[src/rtl/register_scoreboard.sv]
// Register scoreboard: tracks in-flight writers per GPR, FPR and EFLAGS and
// withholds issue on RAW/WAW hazards until the matching writeback arrives.
module register_scoreboard #(
  parameter int NGPR    = 16,
  parameter int NFPR    = 16,
  parameter int IDX_W   = 4,
  parameter int STALL_W = 32
) (
  input  logic               clk,
  input  logic               rstn,
  input  logic               iss_valid,
  input  logic [IDX_W-1:0]   iss_d,
  input  logic [IDX_W-1:0]   iss_s,
  input  logic [IDX_W-1:0]   iss_t,
  input  logic [9:0]         iss_use,
  output logic               iss_ready,
  input  logic               wb_g_valid,
  input  logic [IDX_W-1:0]   wb_g_idx,
  input  logic               wb_f_valid,
  input  logic [IDX_W-1:0]   wb_f_idx,
  input  logic               wb_ef_valid,
  input  logic               flush,
  output logic [NGPR-1:0]    busy_gpr,
  output logic [NFPR-1:0]    busy_fpr,
  output logic               busy_ef,
  output logic [STALL_W-1:0] stall_cnt
);

  logic [NGPR-1:0]    pend_g_q, pend_g_d, eff_g_s, wb_g_mask_s, set_g_mask_s;
  logic [NFPR-1:0]    pend_f_q, pend_f_d, eff_f_s, wb_f_mask_s, set_f_mask_s;
  logic               pend_ef_q, pend_ef_d, eff_ef_s;
  logic [STALL_W-1:0] stall_cnt_q, stall_cnt_d;
  logic               hazard_s, accept_s;

  logic from_gd, from_fd, to_gd, to_fd, from_gs, from_fs, from_gt, from_ft, from_ef, to_ef;
  assign {from_gd, from_fd, to_gd, to_fd, from_gs, from_fs, from_gt, from_ft, from_ef, to_ef} = iss_use;

  // Out-of-range indices read as "not pending" so their usage flags never stall.
  function automatic logic g_hit(input logic [NGPR-1:0] v, input logic [IDX_W-1:0] idx);
    if (int'(idx) < NGPR) g_hit = v[idx];
    else                  g_hit = 1'b0;
  endfunction

  function automatic logic f_hit(input logic [NFPR-1:0] v, input logic [IDX_W-1:0] idx);
    if (int'(idx) < NFPR) f_hit = v[idx];
    else                  f_hit = 1'b0;
  endfunction

  // Writeback clear masks and issue set masks; out-of-range indices are dropped.
  always_comb begin
    wb_g_mask_s  = '0;
    wb_f_mask_s  = '0;
    set_g_mask_s = '0;
    set_f_mask_s = '0;
    if (wb_g_valid && (int'(wb_g_idx) < NGPR)) wb_g_mask_s[wb_g_idx] = 1'b1;
    else                                        wb_g_mask_s = '0;
    if (wb_f_valid && (int'(wb_f_idx) < NFPR)) wb_f_mask_s[wb_f_idx] = 1'b1;
    else                                        wb_f_mask_s = '0;
    if (to_gd && (int'(iss_d) < NGPR)) set_g_mask_s[iss_d] = 1'b1;
    else                               set_g_mask_s = '0;
    if (to_fd && (int'(iss_d) < NFPR)) set_f_mask_s[iss_d] = 1'b1;
    else                               set_f_mask_s = '0;
  end

  // Same-cycle writeback bypass: a clearing writer no longer blocks a consumer.
  assign eff_g_s  = pend_g_q & ~wb_g_mask_s;
  assign eff_f_s  = pend_f_q & ~wb_f_mask_s;
  assign eff_ef_s = pend_ef_q & ~wb_ef_valid;

  assign hazard_s = (from_gd & g_hit(eff_g_s, iss_d)) | (from_gs & g_hit(eff_g_s, iss_s))
                  | (from_gt & g_hit(eff_g_s, iss_t)) | (from_fd & f_hit(eff_f_s, iss_d))
                  | (from_fs & f_hit(eff_f_s, iss_s)) | (from_ft & f_hit(eff_f_s, iss_t))
                  | (from_ef & eff_ef_s)
                  | (to_gd & g_hit(eff_g_s, iss_d)) | (to_fd & f_hit(eff_f_s, iss_d))
                  | (to_ef & eff_ef_s);

  assign iss_ready = ~flush & ~hazard_s;
  assign accept_s  = iss_valid & iss_ready;

  // Next pending state (set wins over clear) and saturating stall counter.
  always_comb begin
    pend_g_d    = '0;
    pend_f_d    = '0;
    pend_ef_d   = 1'b0;
    stall_cnt_d = stall_cnt_q;
    if (flush) begin
      pend_g_d  = '0;
      pend_f_d  = '0;
      pend_ef_d = 1'b0;
    end else if (accept_s) begin
      pend_g_d  = eff_g_s | set_g_mask_s;
      pend_f_d  = eff_f_s | set_f_mask_s;
      pend_ef_d = eff_ef_s | to_ef;
    end else begin
      pend_g_d  = eff_g_s;
      pend_f_d  = eff_f_s;
      pend_ef_d = eff_ef_s;
    end
    if (iss_valid && !iss_ready && (stall_cnt_q != {STALL_W{1'b1}})) stall_cnt_d = stall_cnt_q + STALL_W'(1);
    else                                                             stall_cnt_d = stall_cnt_q;
  end

  // State registers with synchronous active-low reset.
  always_ff @(posedge clk) begin
    if (!rstn) begin
      pend_g_q    <= '0;
      pend_f_q    <= '0;
      pend_ef_q   <= 1'b0;
      stall_cnt_q <= '0;
    end else begin
      pend_g_q    <= pend_g_d;
      pend_f_q    <= pend_f_d;
      pend_ef_q   <= pend_ef_d;
      stall_cnt_q <= stall_cnt_d;
    end
  end

  assign busy_gpr  = pend_g_q;
  assign busy_fpr  = pend_f_q;
  assign busy_ef   = pend_ef_q;
  assign stall_cnt = stall_cnt_q;

endmodule

[config.mk]
export PLATFORM = sky130hd
export DESIGN_NAME = register_scoreboard
export DESIGN_NICKNAME = d
export VERILOG_FILES = /design/src/rtl/register_scoreboard.sv
export SDC_FILE = /design/constraint.sdc
export NUM_CORES = 1
export LEC_CHECK = 0
export ABC_AREA = 1
export BUFFER_PORTS_ARGS = -buffer_cell sky130_fd_sc_hd__buf_2
export CAP_MARGIN = 25
export CORE_ASPECT_RATIO = 0.6
export CORE_MARGIN = 2
export CORE_UTILIZATION = 50
export CTS_CLUSTER_SIZE = 14
export DETAILED_ROUTE_END_ITERATION = 7
export PLACE_DENSITY = 0.77
export REMOVE_ABC_BUFFERS = 1
export SYNTH_ARGS = -nofsm -noshare
export SYNTH_HDL_FRONTEND = slang
export SYNTH_SLANG_ARGS = --single-unit
[constraint.sdc]
create_clock -name clk -period 1.95 [get_ports clk]
set_input_delay 0 -clock clk [delete_from_list [all_inputs] [get_ports clk]]
set_output_delay 0 -clock clk [all_outputs]
set_load 0.02 [all_outputs]
Word-level counts from Yosys, hierarchy flattened
Index checks and enable logic that the tools add are counted.
- flip-flop bits (word level): 65
- bits in latches: 0
- bits in writable memories: 0
- ROM bits: 0
- input bits: 37
- output and inout port bits: 66
- logic and storage cells: 79
- memories: 0
- $add $sub $neg: 1
- $mul: 0
- div/mod/pow operators: 0
- $lt $le $gt $ge: 8
- equal/unequal tests: 1
- shifts and indexed selects: 0
- mux-type cells: 25
- bitwise gates (word level): 33
- reduce and logical (&&, ||, !) cells: 7
- operators with widths (kind ; number):
    $mux W16 ; 6
    $add A32 B1 Y32 const B ; 1
    $and A16 B16 Y16 ; 2
    $ne A32 B32 Y1 const B ; 1
    $not A16 Y16 ; 2
    $or A16 B16 Y16 ; 2
    $lt A4 B5 Y1 const B ; 5
    $bmux W1 S4 ; 6
    $and A1 B1 Y1 ; 13
    $demux W1 S4 ; 3
    $ge A4 B1 Y1 const B ; 3
    $mux W1 ; 10
    $or A1 B1 Y1 ; 10
    $logic_and A1 B1 Y1 ; 5
    $not A1 Y1 ; 4
    $reduce_or A2 Y1 ; 1
    $logic_not A1 Y1 ; 1

Logic depth before layout (Yosys ltp)
- depth after elaboration: 24
- mapped depth: 19
- mapped depth without buffers: 18

Least setup slack after synthesis
No wires, ideal clock.
- path kind: register to register
- from: register stall_cnt_q[0], in the netlist stall_cnt[0]
- to: register stall_cnt_q[30], in the netlist stall_cnt[30]
- library setup time: 0.064 ns
- arrival: 1.981 ns
- setup slack: -0.095 ns
- stages on the path, launching flop included: 16
- buffers on the path: 0
- path through: dfxtp_1 ha_1 nand2_1 nor2_1 nand2_1 nor2_1 inv_1 nor2_1 inv_1 nor2_1 inv_1 nor3_1 nand3_1 nand2_1 inv_1 nor2_1
- longest elaborated chain between the ends: 2
- RTL lines (what ; RTL line ; RTL):
    start, declared ; 32 ; logic [STALL_W-1:0] stall_cnt_q, stall_cnt_d;
    start signal, assigned ; 114 ; stall_cnt_q <= stall_cnt_d;
    branches (longest 2 deep; another with $add A32 B1 Y32) ; - ;
Parallel ways; which one is timed is not known.
A chain may end at the register's enable or synchronous reset.

Worst setup path after layout
- from: register stall_cnt_q[18], in the netlist stall_cnt[18]
- to: register stall_cnt_q[7], in the netlist stall_cnt[7]
- longest elaborated chain between the ends: 2
- RTL lines (what ; RTL line ; RTL):
    $ne A32 B32 Y1 ; 99 ; if (iss_valid && !iss_ready && (stall_cnt_q != {STALL_W{1'b1}})) stall_cnt_d = stall_cnt_q + STALL_W'(1);
    $logic_and A1 B1 Y1 ; 99 ;
Every way passes these cells.

==> reports/qor.yml <==
layout:
  stdcell_area_sq_um: 7660
  nets: 1135
  final_util_pct: 82.2
  diodes: 0
  instances_no_fill: 1232
  final_layout_size_suffix_gt1_share_pct: 37.0
  synthToLayoutAreaGrowth_pct: 57.3
  layout_commonest_cell: "nand2_1"
  final_cell_mix: "nand2_1 (171), nand3_1 (156), inv_1 (132), buf_4 (108), buf_2 (101)"
  n_fill_cell: 633
route:
  vias_per_cell: 5.91
  routedWlPerCell_um: 18.7
  drt-initial-drc-count: 1228
  routed_wirelength_um: 23100
  ant_nets: 0
  drc: 10
  firstDrtPassIters: 8
  via_count: 7275
sta:
  setup-violations-final: 64
  finalHoldViolations: 0
  period_share_pct: 108
  fin_skew_ns: 0.0108
  worstMarginPinSlew_ns: 0.556
  rsz0062_at_grt: "true"
  finalWorstSetupSlack_ns: -0.159
  fin_tns_setup_ns: -4.94
  post-route-min-period_ns: 2.11
  relSlewSlack_pct: 62.9
  fmax_mhz: 474
  finalMaxSlewViolations: 0
min_path:
  worstHoldStart: "rstn"
  hp-class: "primary input to flop"
  whs_path_depth: 3
  min_to: "stall_cnt[17]"
synthesis:
  async_reset_ff_share_pct: 0
  synth_area_sq_um: 4870
  ys_warn_count: 0
  synth.distinct_cells: 26
  synth-main-ff-cell: "dfxtp_1"
  netlist_instances: 883
  synth-seq-cells: 65
  synth_edf_count: 0
  synthTopCellsByArea: "dfxtp_1 (27%), nand3_1 (20%), nand2_1 (17%)"
  synth_top_area_share_pct: 26.7
  synth_area_leader_cell: "dfxtp_1"
  syn_avg_cell_area_sq_um: 5.52
  ys_seq_area_share_pct: 26.7
setup_path:
  cp_data_required_time_ns: 2.22
  r2r_start: "stall_cnt[18]"
  critPathLaunchType: "flop"
  reg2reg_depth: 12
  critPathMaxStageDelay_ns: 0.42
  cpMaxStageDelayCell: "dfxtp_1"
  crit_fanout: 4
  r2r_setup_slack_ns: -0.16
  cp.buffers_inverters: 3
  arrival_ns: 2.38
  crit_family: "simple AND/OR/NAND/NOR gates"
  worst_setup_path_end_kind: "flop"
  path_class: "flop to flop"
  r2r-end: "stall_cnt[7]"
  cp_cell_sequence: "nand3_1 -> nor2_1 -> nand2_2 -> nor2_2 -> nand3b_1 -> buf_4 -> buf_4 -> nand3_1 -> inv_1 -> nand4_1 -> nand2_1 -> nor2_1"
die:
  chipHeight_um: 80.5
  coreArea_sq_um: 9320
  rows: 27
  fp.dieW_um: 131
  dieArea_sq_um: 10600
  start_util_pct: 52.2
  pin_count: 103
clock_tree:
  clkTransAtPathRegs_ns: 0.06
  cts_root_buf: "clkbuf_16"
  cts.sinks: 65
  clk_latency_ns: 0.35
  htreeDepth: 3
  cts_buffers: 9
  clk_path_buf_depth: 2
  cts_tree: "yes"
grt:
  grt_pass1_wl_um: 31300
  grt.total_usage_pct: 38.5
  grt_max_degree: 55
  grt_pass1_vias: 5812
  overflow: 0
  antenna_found_initial: 0
place:
  dp_cells: 1189
  portBuffers: 102
  dp_hpwl_um: 15100
  postPlaceCellArea_sq_um: 6260
  gp_routability_congestion: 1.05
power_and_ir_drop:
  power_leakage_uw: 0.00361
  finalPower_uw: 4000
  ir_drop_uv: 455
  p_per_area_nw_per_um2: 523
status:
  violations: "design-rule violations, negative setup slack"
  status: "finished, violations left"
job:
  drv_cap: 0
==> synthesized netlist by cell type (2+ instances only) <==
cell and number:
o21ai_1 2, nor4_1 4, buf_1 5, nand3b_1 2
o211ai_1 2, inv_2 2, clkinv_1 2, nand2_1 218
clkbuf_1 16, nor3_1 17, nor2_1 120, inv_1 136
nand3_1 191, a21oi_1 37, buf_2 11, nand4_1 42
buf_4 3, dfxtp_1 65
==> stage by stage <==
step                      hold slack, ns  setup slack, ns
final                             0.0696           -0.159
after global routing              0.0766           -0.337
after CTS                         0.0605          -0.0788
after detailed placement           0.274           -0.321
after global placement             0.266           -0.317
after floorplan                    0.121           -0.408
==> sequential cells by signal, summed over array words and instances (netlist names) <==
name	flops
busy_ef	1
busy_fpr	16
stall_cnt	32
busy_gpr	16
==> worst min-delay path: stages <==
cell	delay (ns)
buf_2	0.23
nand2_1	0.12
nor2_1	0.03
==> metal layers <==
metal | vias up | share of wire [%] | track usage [%]
li1 | 3281 | - | -
met1 | 3251 | 41 | 58.2
met2 | 681 | 38 | 47.5
met3 | 62 | 19 | 17.8
met4 | 0 | 2.0 | 6.85
met5 | - | 0 | 4.55
==> worst max path at each step <==
stage,start,endpoint,slack (ns),cells after the start
3_5_place_dp,stall_cnt[0],stall_cnt[31],-0.32,13
4_1_cts,stall_cnt[1],stall_cnt[25],-0.08,14
6_report,stall_cnt[18],stall_cnt[7],-0.16,12
2_1_floorplan,busy_fpr[15],busy_ef,-0.41,10
5_1_grt,stall_cnt[18],stall_cnt[30],-0.34,14
3_3_place_gp,stall_cnt[0],stall_cnt[27],-0.32,14
==> timing repair <==
action                     CTS  global route
hold buffers                 2             0
setup endpoints to repair   32            65
pin swaps                   23            41
gates resized for setup     31           170
hold endpoints to repair     1             0
cloned                       2             7
buffers inserted             5            12
==> final cells by class <==
class	count	area, sq um	share of cell area (%)
Clock inverter	5	85.1	1.11
Clock buffer	11	253	3.30
Inverter	140	531	6.92
Multi-Input combinational cell	643	3460	45.1
Sequential cell	65	1340	17.4
Tap cell	130	163	2.12
Timing Repair Buffer	238	1840	24.0
==> kinds of logic (layout without fill, tap and decap cells) <==
group | after synthesis | after routing | synth area share [%]
simple gates | 597 | 597 | 54.1
buf+inv | 175 | 394 | 14.0
flops | 65 | 65 | 26.7
compound gates | 44 | 44 | 4.73
fa+ha+maj | 1 | 1 | 0.257
xor+xnor | 1 | 1 | 0.180
==> where the power goes <==
part	total [uW]	internal (uW)	leakage, uW	switching, uW
Clock	1880	1200	0.000163	679
Combinational	780	306	0.00291	474
Sequential	1340	1330	0.000535	12.4
Power figures use the tool's default switching activity.
